<file path="config.mk">
export PLATFORM = sky130hd
export DESIGN_NAME = issue_queue_ctrl_flat
export DESIGN_NICKNAME = d
export VERILOG_FILES = /design/src/rtl/issue_queue_ctrl_if.sv /design/src/rtl/issue_queue_ctrl.sv /design/src/flat_wrapper.sv
export SDC_FILE = /design/constraint.sdc
export NUM_CORES = 1
export LEC_CHECK = 0
export ABC_AREA = 1
export CAP_MARGIN = 40
export CORE_UTILIZATION = 38
export DETAILED_ROUTE_END_ITERATION = 10
export PLACE_DENSITY = 0.7
export SLEW_MARGIN = 40
export SYNTH_ARGS = -nofsm -noshare
export SYNTH_HDL_FRONTEND = slang
export SYNTH_SLANG_ARGS = --single-unit
</file>
<file path="constraint.sdc">
create_clock -name clk -period 1.7 [get_ports clk]
set_input_delay 0.34 -clock clk [delete_from_list [all_inputs] [get_ports clk]]
set_output_delay 0.34 -clock clk [all_outputs]
set_load 0.005 [all_outputs]
</file>
<file path="src/rtl/issue_queue_ctrl_if.sv">
// Dispatch / issue-queue handshake bundle for issue_queue_ctrl.
// The master modport is the controller's view; the slave modport is the
// dispatch stage, queue and issue block seen together from outside.
interface issue_queue_ctrl_if #(
   parameter int PTR_WIDTH = 2
);
   logic                 flush;
   logic                 dispatch_valid;
   logic                 dispatch_stall;
   logic                 write_enable;
   logic [PTR_WIDTH-1:0] write_pointer;
   logic [PTR_WIDTH-1:0] read_pointer;
   logic                 queue_flush;
   logic                 issueque_ready;
   logic                 issueblk_done;
   logic                 issue_fire;
   logic [PTR_WIDTH:0]   queue_count;
   logic                 queue_full;
   logic                 queue_empty;

   modport master (
      input  flush, dispatch_valid, issueque_ready, issueblk_done,
      output dispatch_stall, write_enable, write_pointer, read_pointer,
             queue_flush, issue_fire, queue_count, queue_full, queue_empty
   );

   modport slave (
      output flush, dispatch_valid, issueque_ready, issueblk_done,
      input  dispatch_stall, write_enable, write_pointer, read_pointer,
             queue_flush, issue_fire, queue_count, queue_full, queue_empty
   );
endinterface

</file>
<file path="src/rtl/issue_queue_ctrl.sv">
// Pointer and occupancy controller for one in-order issue queue.
// Tracks head/tail pointers and occupancy, stalls dispatch when full, and
// sequences a multi-cycle flush recovery (RUN -> FLUSH -> RUN).
module issue_queue_ctrl #(
   parameter int DEPTH        = 4,
   parameter int PTR_WIDTH    = 2,
   parameter int FLUSH_CYCLES = 2
) (
   input  logic               clk,
   input  logic               reset,
   issue_queue_ctrl_if.master bus
);

   localparam int CNT_W = (FLUSH_CYCLES > 1) ? $clog2(FLUSH_CYCLES) : 1;
   localparam logic [CNT_W-1:0]   FLUSH_LOAD = CNT_W'(FLUSH_CYCLES - 1);
   localparam logic [PTR_WIDTH:0] FULL_COUNT = (PTR_WIDTH+1)'(DEPTH);

   typedef enum logic {
      RUN   = 1'b0,
      FLUSH = 1'b1
   } state_e;

   state_e               state_q, state_d;
   logic [PTR_WIDTH-1:0] wr_ptr_q, wr_ptr_d;
   logic [PTR_WIDTH-1:0] rd_ptr_q, rd_ptr_d;
   logic [PTR_WIDTH:0]   count_q, count_d;
   logic [CNT_W-1:0]     fcnt_q, fcnt_d;

   logic full, empty, stall, wr_en, fire;

   // Handshake outputs: all derived from the registered state and this cycle's inputs.
   // Occupancy, not pointer equality, decides full vs empty.
   assign full  = (count_q == FULL_COUNT);
   assign empty = (count_q == '0);
   assign stall = bus.flush | (state_q == FLUSH) | full;
   assign wr_en = bus.dispatch_valid & ~stall;
   assign fire  = (state_q == RUN) & ~bus.flush & ~empty
                  & bus.issueque_ready & bus.issueblk_done;

   assign bus.queue_full     = full;
   assign bus.queue_empty    = empty;
   assign bus.dispatch_stall = stall;
   assign bus.write_enable   = wr_en;
   assign bus.issue_fire     = fire;
   assign bus.queue_flush    = bus.flush | (state_q == FLUSH);
   assign bus.write_pointer  = wr_ptr_q;
   assign bus.read_pointer   = rd_ptr_q;
   assign bus.queue_count    = count_q;

   // Next-state logic: flush wins over everything, FLUSH counts down, RUN moves pointers.
   always_comb begin
      // NOTE: every _d gets its hold value first so no path leaves it unassigned (no latch).
      state_d  = state_q;
      wr_ptr_d = wr_ptr_q;
      rd_ptr_d = rd_ptr_q;
      count_d  = count_q;
      fcnt_d   = fcnt_q;

      if (bus.flush) begin
         state_d  = FLUSH;
         wr_ptr_d = '0;
         rd_ptr_d = '0;
         count_d  = '0;
         fcnt_d   = FLUSH_LOAD;
      end else if (state_q == FLUSH) begin
         if (fcnt_q == '0) begin
            state_d = RUN;
         end else begin
            fcnt_d = fcnt_q - CNT_W'(1);
         end
      end else begin
         // Pointers wrap naturally because DEPTH is a power of two.
         if (wr_en) wr_ptr_d = wr_ptr_q + PTR_WIDTH'(1);
         if (fire)  rd_ptr_d = rd_ptr_q + PTR_WIDTH'(1);
         unique case ({wr_en, fire})
            2'b10:   count_d = count_q + (PTR_WIDTH+1)'(1);
            2'b01:   count_d = count_q - (PTR_WIDTH+1)'(1);
            default: count_d = count_q;
         endcase
      end
   end

   // State register with asynchronous reset to an empty queue in RUN.
   always_ff @(posedge clk or posedge reset) begin
      // NOTE: non-blocking assignments so every register samples pre-edge values.
      if (reset) begin
         state_q  <= RUN;
         wr_ptr_q <= '0;
         rd_ptr_q <= '0;
         count_q  <= '0;
         fcnt_q   <= '0;
      end else begin
         state_q  <= state_d;
         wr_ptr_q <= wr_ptr_d;
         rd_ptr_q <= rd_ptr_d;
         count_q  <= count_d;
         fcnt_q   <= fcnt_d;
      end
   end

endmodule

</file>
<file path="src/flat_wrapper.sv">
// flat-port wrapper written by rule: the top's interface ports become plain ports
module issue_queue_ctrl_flat 
#(
   parameter int DEPTH        = 4,
   parameter int PTR_WIDTH    = 2,
   parameter int FLUSH_CYCLES = 2
)
  (clk, reset, bus_flush, bus_dispatch_valid, bus_issueque_ready, bus_issueblk_done, bus_dispatch_stall, bus_write_enable, bus_write_pointer, bus_read_pointer, bus_queue_flush, bus_issue_fire, bus_queue_count, bus_queue_full, bus_queue_empty);
  issue_queue_ctrl_if #(.PTR_WIDTH(PTR_WIDTH)) bus_i ();
  input  logic clk;
  input  logic reset;
  input wire logic [$bits(bus_i.flush)-1:0] bus_flush;
  input wire logic [$bits(bus_i.dispatch_valid)-1:0] bus_dispatch_valid;
  input wire logic [$bits(bus_i.issueque_ready)-1:0] bus_issueque_ready;
  input wire logic [$bits(bus_i.issueblk_done)-1:0] bus_issueblk_done;
  output wire logic [$bits(bus_i.dispatch_stall)-1:0] bus_dispatch_stall;
  output wire logic [$bits(bus_i.write_enable)-1:0] bus_write_enable;
  output wire logic [$bits(bus_i.write_pointer)-1:0] bus_write_pointer;
  output wire logic [$bits(bus_i.read_pointer)-1:0] bus_read_pointer;
  output wire logic [$bits(bus_i.queue_flush)-1:0] bus_queue_flush;
  output wire logic [$bits(bus_i.issue_fire)-1:0] bus_issue_fire;
  output wire logic [$bits(bus_i.queue_count)-1:0] bus_queue_count;
  output wire logic [$bits(bus_i.queue_full)-1:0] bus_queue_full;
  output wire logic [$bits(bus_i.queue_empty)-1:0] bus_queue_empty;
  assign bus_i.flush = bus_flush;
  assign bus_i.dispatch_valid = bus_dispatch_valid;
  assign bus_i.issueque_ready = bus_issueque_ready;
  assign bus_i.issueblk_done = bus_issueblk_done;
  assign bus_dispatch_stall = bus_i.dispatch_stall;
  assign bus_write_enable = bus_i.write_enable;
  assign bus_write_pointer = bus_i.write_pointer;
  assign bus_read_pointer = bus_i.read_pointer;
  assign bus_queue_flush = bus_i.queue_flush;
  assign bus_issue_fire = bus_i.issue_fire;
  assign bus_queue_count = bus_i.queue_count;
  assign bus_queue_full = bus_i.queue_full;
  assign bus_queue_empty = bus_i.queue_empty;
  issue_queue_ctrl #(.DEPTH(DEPTH), .PTR_WIDTH(PTR_WIDTH), .FLUSH_CYCLES(FLUSH_CYCLES)) u_core (.clk(clk), .reset(reset), .bus(bus_i));
endmodule
</file>
# --- After elaboration in Yosys (flattened, before gate mapping) ---
# Cells that the tools add are included.
word_totals:
  reg_bits: 9
  latchBits: 0
  ram_bits: 0
  rom_bits: 0
  out_inout_bits: 13
  memories: 0
op_classes:
  n_addsub: 5
  n_mul: 0
  div_mod_pow: 0
  order_cmp: 0
  eq_ne: 4
  shifts: 0
  muxes: 15
  bitwise_logic: 11
  n_reduce_logical: 8
op_table:
  columns: ["operator", "count"]
  rows:
  - ["2-to-1 mux 2 bit", 6]
  - ["2-to-1 mux 1 bit", 6]
  - ["2-to-1 mux 3 bit", 2]
  - ["one-hot mux 3 bit (2 select lines)", 1]
  - ["AND reduction 2 bit", 3]
  - ["nonzero test 2 bit", 3]
  - ["bitwise AND 1 bit", 5]
  - ["adder 2 x 1 -> 2 bit, second input constant", 2]
  - ["NOT 1 bit", 4]
  - ["adder 3 x 1 -> 3 bit, second input constant", 1]
  - ["== test 3 bit, second input constant", 1]
  - ["logical NOT 3 bit", 1]
  - ["nonzero test 3 bit", 1]
  - ["subtractor 3 x 1 -> 3 bit, second input constant", 1]
  - ["== test 2 x 1 -> 1 bit, second input constant", 1]
  - ["== test 2 bit, second input constant", 1]
  - ["!= test 2 bit, second input constant", 1]
  - ["bitwise OR 1 bit", 2]
  - ["subtractor 1 bit, second input constant", 1]

# --- Logic depth before layout (Yosys ltp) ---
# Gate-level depths: netlist of run 1.
depth:
  ltp_word: 9
  depth_mapped: 13
  ltp_nobuf: 13

# --- Worst setup path after synthesis of run 1 ---
# Ideal clock, no wire load.
synth_path:
  path_type: "flip-flop to flip-flop"
  start: "reg u_core.count_q[0] (netlist: u_core.bus.queue_count[0])"
  end: "reg u_core.count_q[2] (netlist: u_core.bus.queue_count[2])"
  setup_ps: 118
  t_arrival_ps: 1796
  slack_ps: -214
  stages_incl_launch_ff: 14
  cell_sequence: "dfrtp_1 -> inv_1 -> nand2_1 -> nor2_2 -> nor2_8 -> nand2_4 -> inv_1 -> fa_1 -> xor2_1 -> inv_1 -> nand3_1 -> nand2_1 -> nand2_1 -> nand2_1"
synth_between:
  elab_chain_cells: 9
  elab_cells_between_ends: 18
synth_rtl:
  columns: ["element", "line_no", "rtl"]
  rows:
  - ["start: declaration", "issue_queue_ctrl.sv:26", "logic [PTR_WIDTH:0] count_q, count_d;"]
  - ["start signal: assignment", "issue_queue_ctrl.sv:96", "count_q <= count_d;"]
  - ["logical NOT 3 bit *", "issue_queue_ctrl.sv:34", "assign empty = (count_q == '0);"]
  - ["via bus_queue_empty", "flat_wrapper.sv:24", "output wire logic [$bits(bus_i.queue_empty)-1:0] bus_queue_empty;"]
  - ["NOT 1 bit *", "issue_queue_ctrl.sv:37", "assign fire = (state_q == RUN) & ~bus.flush & ~empty"]
  - ["bitwise AND 1 bit *", "issue_queue_ctrl.sv:37", null]
  - ["bitwise AND 1 bit * (2 in series)", "issue_queue_ctrl.sv:38", "& bus.issueque_ready & bus.issueblk_done;"]
  - ["via bus_issue_fire", "flat_wrapper.sv:21", "output wire logic [$bits(bus_i.issue_fire)-1:0] bus_issue_fire;"]
  - ["== test 2 x 1 -> 1 bit / == test 2 bit (equally long branches)", "issue_queue_ctrl.sv:75", "unique case ({wr_en, fire})"]
  - ["one-hot mux 3 bit (2 select lines)", "issue_queue_ctrl.sv:75", null]
  - ["2-to-1 mux 3 bit", "issue_queue_ctrl.sv:65", "end else if (state_q == FLUSH) begin"]
  - ["2-to-1 mux 3 bit", "issue_queue_ctrl.sv:59", "if (bus.flush) begin"]
# Mark *: on every way through the listed nets, which the timed path passes. The rest lies on a longest branch. The select of a mux whose other input is x is not followed.
# A chain may end at the register's enable or synchronous reset.

# --- Worst setup path after layout of run 1 ---
layout_path:
  start: "reg u_core.state_q"
  end: "reg u_core.count_q[2] (netlist: u_core.bus.queue_count[2])"
layout_between:
  elab_chain_cells: 9
  elab_cells_between_ends: 17
layout_rtl:
  columns: ["element", "line_no", "rtl"]
  rows:
  - ["start: declaration", "issue_queue_ctrl.sv:23", "state_e state_q, state_d;"]
  - ["start signal: assignment", "issue_queue_ctrl.sv:93", "state_q <= state_d;"]
  - ["NOT 1 bit", "issue_queue_ctrl.sv:37", null]
  - ["bitwise AND 1 bit (2 in series)", "issue_queue_ctrl.sv:37", null]
  - ["bitwise AND 1 bit (2 in series)", "issue_queue_ctrl.sv:38", null]
  - ["== test 2 x 1 -> 1 bit / == test 2 bit (equally long branches)", "issue_queue_ctrl.sv:75", null]
  - ["one-hot mux 3 bit (2 select lines)", "issue_queue_ctrl.sv:75", null]
  - ["2-to-1 mux 3 bit", "issue_queue_ctrl.sv:65", null]
  - ["2-to-1 mux 3 bit", "issue_queue_ctrl.sv:59", null]
# Several ways; a longest one is shown, not always the timed one. The select of a mux whose other input is x is not followed.

==> qor.yml, run 1 <==
p_leak_nw: 0.504
arrival_ns: 1.95
rsz0062_at_grt: "true"
drive_gt1_share_pct: 38.5
synth_edf_count: 0
timing.final.crit_share_pct: 106
fill_cells: 115
syn_nets: 77
cp_common_cell: "nand2_1"
path_buf_inv: 3
grt_start_max_net_pins: 11
relSlewSlack_pct: 77.0
max-vdd-ir-drop_mv: 0.480
drc: 0
antenna_found_initial: 0
cp_cell_sequence: "nor2_4, buf_4, nand3_4, nand2_4, inv_2, fa_2, xor2_2, inv_1, nand3_1, nand2_1, nand2_1, nand2_1"
yosysSeqAreaShare_pct: 40.4
yosysWarnings: 0
n_antenna_cell: 0
ios: 19
yosys.area.top_type_share_pct: 40.4
synth_top_cell_by_area: "dfrtp_1"
port_buffers: 18
endpoint_kind: "flip-flop"
dieHeight_um: 40.3
utilization_pct: 70.5
placedCellCount: 113
post-dp-hpwl_um: 948
rows: 13
cts.path.max_buffers: 2
synth.ff_latch_count: 9
power_frac_comb_pct: 26.7
routed_wl_mm: 1.26
period_needed_ns: 1.80
pwr-share-clk_pct: 30.4
place_ws_ns: -0.503
grt_pass1_wl_mm: 1.99
placeableCoreArea_sq_um: 1330
grt.overflow.total: 0
maxCapViolations: 0
switching_power_mw: 0.150
clk_pin_slew_worst_paths_ns: 0.06
cts_tree: "built"
crit_family: "simple AND/OR/NAND/NOR gates"
skew_ns: 0.000826
numCtsBuffers: 3
p_seq_share_pct: 42.9
insertion_delay_ns: 0.26
power.internal_mw: 0.393
vias_per_cell: 4.58
violations: "setup timing"
cts_sinks: 9
tightest_slew_ns: 0.345
slew_viol_final: 0
syn_area_sq_um: 557
synth-main-ff-cell: "dfrtp_1"
dieWidth_um: 40.3
hp-class: "input port to async pin"
finalSetupViolations: 2
path_class: "flip-flop to flip-flop"
p_sw_share_pct: 27.7
grt_use_total_pct: 18.9
place_congestion: 0.802
fin_setup_tns_ns: -0.160
worst_slack_ns: -0.104
areaGrowthSynthToFinish_pct: 69.0
crit_fanout: 4
clock.fmax_mhz: 554
fin_nets: 117
hold_ws_ns: 0.339
yosys-top-cells-count: "nand2_1, inv_1, dfrtp_1"
cp_slowest_stage_delay_ns: 0.40
num_vias: 568
drt_pre_antenna_iters: 4
stdcell_count: 124
required_ns: 1.85
yosysMostFrequentCell: "nand2_1"
pwr_density_cell_nw_per_um2: 577
outcome: "complete, but fails checks"
ys_top_cells_by_area: "dfrtp_1, nand2_1, inv_1"
cpMaxStageDelayCell: "dfrtp_1"
syn_avg_cell_area_sq_um: 7.95
hold_viol: 0
start_util_pct: 41.7
yosysUniqueCellTypes: 16
h-tree-depth: 1
routedWlPerCell_um: 10.2
p_total_mw: 0.543
grt_pass1_vias: 513
cts-root-buf: "clkbuf_4"
ant_nets: 0
async_reset_ff_share_pct: 100
start_kind: "flip-flop"
placed_area_sq_um: 855
fin_area_sq_um: 941
cts-hold-fix-buffers: 0
drt_iter0_markers: 9
die-area_sq_um: 1620
syn_inst: 70
==> cell families (layout without fill, tap and decap cells) <==
| family | after synthesis | in the layout | share of synthesized area (%) |
|---|---|---|---|
| AND/OR/NAND/NOR | 39 | 39 | 39.8 |
| buffers and inverters | 15 | 54 | 10.1 |
| flip-flops | 9 | 9 | 40.5 |
| AO/OA/AOI/OAI | 5 | 5 | 4.49 |
| adder cells (fa/ha/maj) | 1 | 1 | 3.60 |
| XOR/XNOR | 1 | 1 | 1.57 |
==> per-layer routing <==
layer	global-route usage [%]	share of wire, %	up-vias
met5	0	0	-
met4	12.5	0.64	0
met3	1.67	4.8	2
met2	33.5	53	17
met1	21.3	42	253
li1	-	-	296
==> power groups by stage <==
stage                     clock network, mW  logic, mW  registers (mW)
after floorplan                           0     0.0591           0.239
after global placement                    0      0.126           0.237
after detailed placement                  0      0.129           0.237
after CTS                             0.171      0.156           0.233
after global routing                  0.178      0.161           0.235
final                                 0.165      0.145           0.233
==> sequential cells by signal, summed over array words and instances, names as in the netlist <==
register / count
u_core.bus.write_pointer: 2
u_core.bus.read_pointer: 2
u_core.bus.queue_count: 3
u_core.state_q: 1
u_core.fcnt_q: 1
==> path summary, 6_finish.rpt <==
path	from	end	slack (ns)	cells after the start
min in group clk	u_core.fcnt_q$_DFFE_PP0P_	u_core.state_q$_DFF_PP0_	0.52	2
setup reg to reg	u_core.state_q$_DFF_PP0_	u_core.bus.queue_count[2]$_DFFE_PP0P_	-0.10	12
setup / recovery	u_core.state_q$_DFF_PP0_	u_core.bus.queue_count[2]$_DFFE_PP0P_	-0.10	12
hold reg to reg	u_core.fcnt_q$_DFFE_PP0P_	u_core.state_q$_DFF_PP0_	0.52	2
hold / removal	reset	u_core.state_q$_DFF_PP0_	0.34	2
max in group asynchronous	reset	u_core.bus.queue_count[0]$_DFFE_PP0P_	1.09	2
==> layout by cell type (no fill, tap or decap) <==
master,netlist,routed
fa_2,0,1
nand2_2,4,6
clkinv_1,1,1
nand3_1,5,4
clkdlybuf4s15_2,0,1
clkbuf_2,0,1
xor2_2,0,1
clkdlybuf4s50_1,0,11
nor2_4,2,4
clkbuf_1,0,1
nor2_8,1,1
dlygate4sd2_1,0,5
nor2_1,3,2
nand2_4,2,2
dfrtp_2,0,1
nand3_4,0,1
clkbuf_4,0,3
buf_4,0,17
o21ai_0,3,3
dfrtp_1,9,8
nand2_1,17,15
a21oi_1,2,2
nand4_1,4,4
inv_1,14,11
inv_2,0,3
==> layout make-up <==
class	count	area (sq um)	area share, %
flip-flops and latches	9	226	24.1
well taps	15	18.8	1.99
inverters	15	56.3	5.98
repair buffers	35	298	31.6
clock buffers	4	26.3	2.79
multi-input cells	46	315	33.5
==> what timing repair did <==
item | CTS | global route
endpoints found under the setup margin | 8 | 6
pin swaps | 3 | 9
setup buffers | 7 | 1
gates resized for setup | 13 | 4
==> worst register-to-register path, delay by kind of cell, from the launching register on <==
family | cells | cell delay, ns
and+or+nand+nor | 7 | 0.50
DFF | 1 | 0.40
adders and majority gates | 1 | 0.36
buffers and inverters | 3 | 0.24
xor gates and xnor gates | 1 | 0.19
No activity file was read; power rests on OpenSTA's default activity.
==> run 2: changes to the inputs <==
--- a/config.mk
+++ b/config.mk
@@ -14,3 +14,4 @@
 export SYNTH_ARGS = -nofsm -noshare
 export SYNTH_HDL_FRONTEND = slang
 export SYNTH_SLANG_ARGS = --single-unit
+export TNS_END_PERCENT = 50
==> qor.yml, run 2 (same netlist as run 1, synthesis figures left out) <==
hold_ws_ns: 0.338
hp-class: "input port to async pin"
die-area_sq_um: 1620
rows: 13
path_class: "flip-flop to flip-flop"
antenna_found_initial: 0
max-vdd-ir-drop_mv: 0.472
arrival_ns: 1.94
fin_nets: 113
skew_ns: 0.000929
layout_common_cells: "nand2_1, buf_4, clkdlybuf4s50_1"
areaGrowthSynthToFinish_pct: 63.4
cts_tree: "built"
cts-hold-fix-buffers: 0
cts_sinks: 9
period_needed_ns: 1.78
fill_cells: 115
vias_per_cell: 4.63
finalSetupViolations: 2
insertion_delay_ns: 0.26
largest_reg_flops: 3
n_antenna_cell: 0
required_ns: 1.85
placedCellCount: 113
drt_pre_antenna_iters: 2
p_leak_nw: 0.480
outcome: "complete, but fails checks"
crit_fanout: 4
dieWidth_um: 40.3
cts-root-buf: "clkbuf_4"
endpoint_kind: "flip-flop"
routedWlPerCell_um: 10.2
place_congestion: 0.802
num_vias: 555
clock.fmax_mhz: 560
grt_pass1_vias: 491
final_common_cell: "nand2_1"
ant_nets: 0
ios: 19
stdcell_count: 120
routed_wl_mm: 1.22
grt_pass1_wl_mm: 1.88
p_total_mw: 0.532
violations: "setup timing"
worst_slack_ns: -0.0845
grt_start_max_net_pins: 11
slew_viol_final: 0
grt_use_total_pct: 17.7
drc: 0
relSlewSlack_pct: 76.9
drive_gt1_share_pct: 35.2
clk_pin_slew_worst_paths_ns: 0.06
port_buffers: 18
timing.final.crit_share_pct: 105
h-tree-depth: 1
maxCapViolations: 0
grt.overflow.total: 0
rsz0062_at_grt: "true"
pwr_density_cell_nw_per_um2: 585
start_util_pct: 41.7
cts.path.max_buffers: 2
placeableCoreArea_sq_um: 1330
hold_viol: 0
drt_iter0_markers: 11
tightest_slew_ns: 0.346
numCtsBuffers: 3
post-dp-hpwl_um: 948
start_kind: "flip-flop"
place_ws_ns: -0.503
dieHeight_um: 40.3
-- run 2: critical path: stages (launching register included) --
cell and delay (ns):
dfrtp_1 0.40, nor2_4 0.14, buf_4 0.13, nand3_2 0.11
nand2_4 0.08, inv_2 0.03, fa_2 0.34, xor2_2 0.16
inv_1 0.05, nand3_1 0.07, nand2_1 0.05, nand2_1 0.05
nand2_1 0.04
-- run 2: stage by stage --
step	cell area, sq um	setup TNS [ns]	util [%]
detailed placement	855	-2.23	64.1
global route	910	-0.283	68.2
CTS	901	-0.208	67.5
global placement	855	-2.02	64.1
floorplan	581	-0.0885	-
finish	910	-0.111	68.2
-- run 2: power breakdown --
group	internal, mW	total, mW	switching, mW
sequential	0.225	0.235	0.0104
clock	0.0904	0.165	0.0742
combinational	0.0694	0.132	0.0630
total	0.385	0.532	0.148
-- run 2: what timing repair did --
action | 4_1_cts | 5_1_grt
setup endpoints to repair | 8 | 4
resized for setup | 11 | 3
pin swaps | 3 | 1
buffers inserted | 2 | 1
-- run 2: path summary, 6_finish.rpt --
check,slack [ns],start,cells past startpoint,endpoint
worst max-delay path,-0.08,u_core.state_q$_DFF_PP0_,12,u_core.bus.queue_count[2]$_DFFE_PP0P_
worst min-delay path,0.34,reset,2,u_core.bus.read_pointer[0]$_DFFE_PP0P_
worst max register to register,-0.08,u_core.state_q$_DFF_PP0_,12,u_core.bus.queue_count[2]$_DFFE_PP0P_
worst min register to register,0.52,u_core.fcnt_q$_DFFE_PP0P_,2,u_core.state_q$_DFF_PP0_
max in group asynchronous,1.09,reset,2,u_core.bus.queue_count[0]$_DFFE_PP0P_
min in group clk,0.52,u_core.fcnt_q$_DFFE_PP0P_,2,u_core.state_q$_DFF_PP0_
-- run 2: layout make-up --
| type | count | area (sq um) | area share (%) |
|---|---|---|---|
| clock buffers | 4 | 26.3 | 2.89 |
| inverters | 15 | 56.3 | 6.19 |
| multi-input cells | 46 | 308 | 33.8 |
| flip-flops and latches | 9 | 226 | 24.9 |
| well taps | 15 | 18.8 | 2.06 |
| repair buffers | 31 | 274 | 30.1 |
-- run 2: metal layers --
layer / GRT usage [%] / vias to the layer above / share of wire, %
met5: 0 / - / 0
met4: 12.5 / 0 / 0.65
met3: 1.67 / 2 / 4.7
met2: 31.0 / 15 / 53
met1: 19.9 / 250 / 42
li1: - / 288 / -
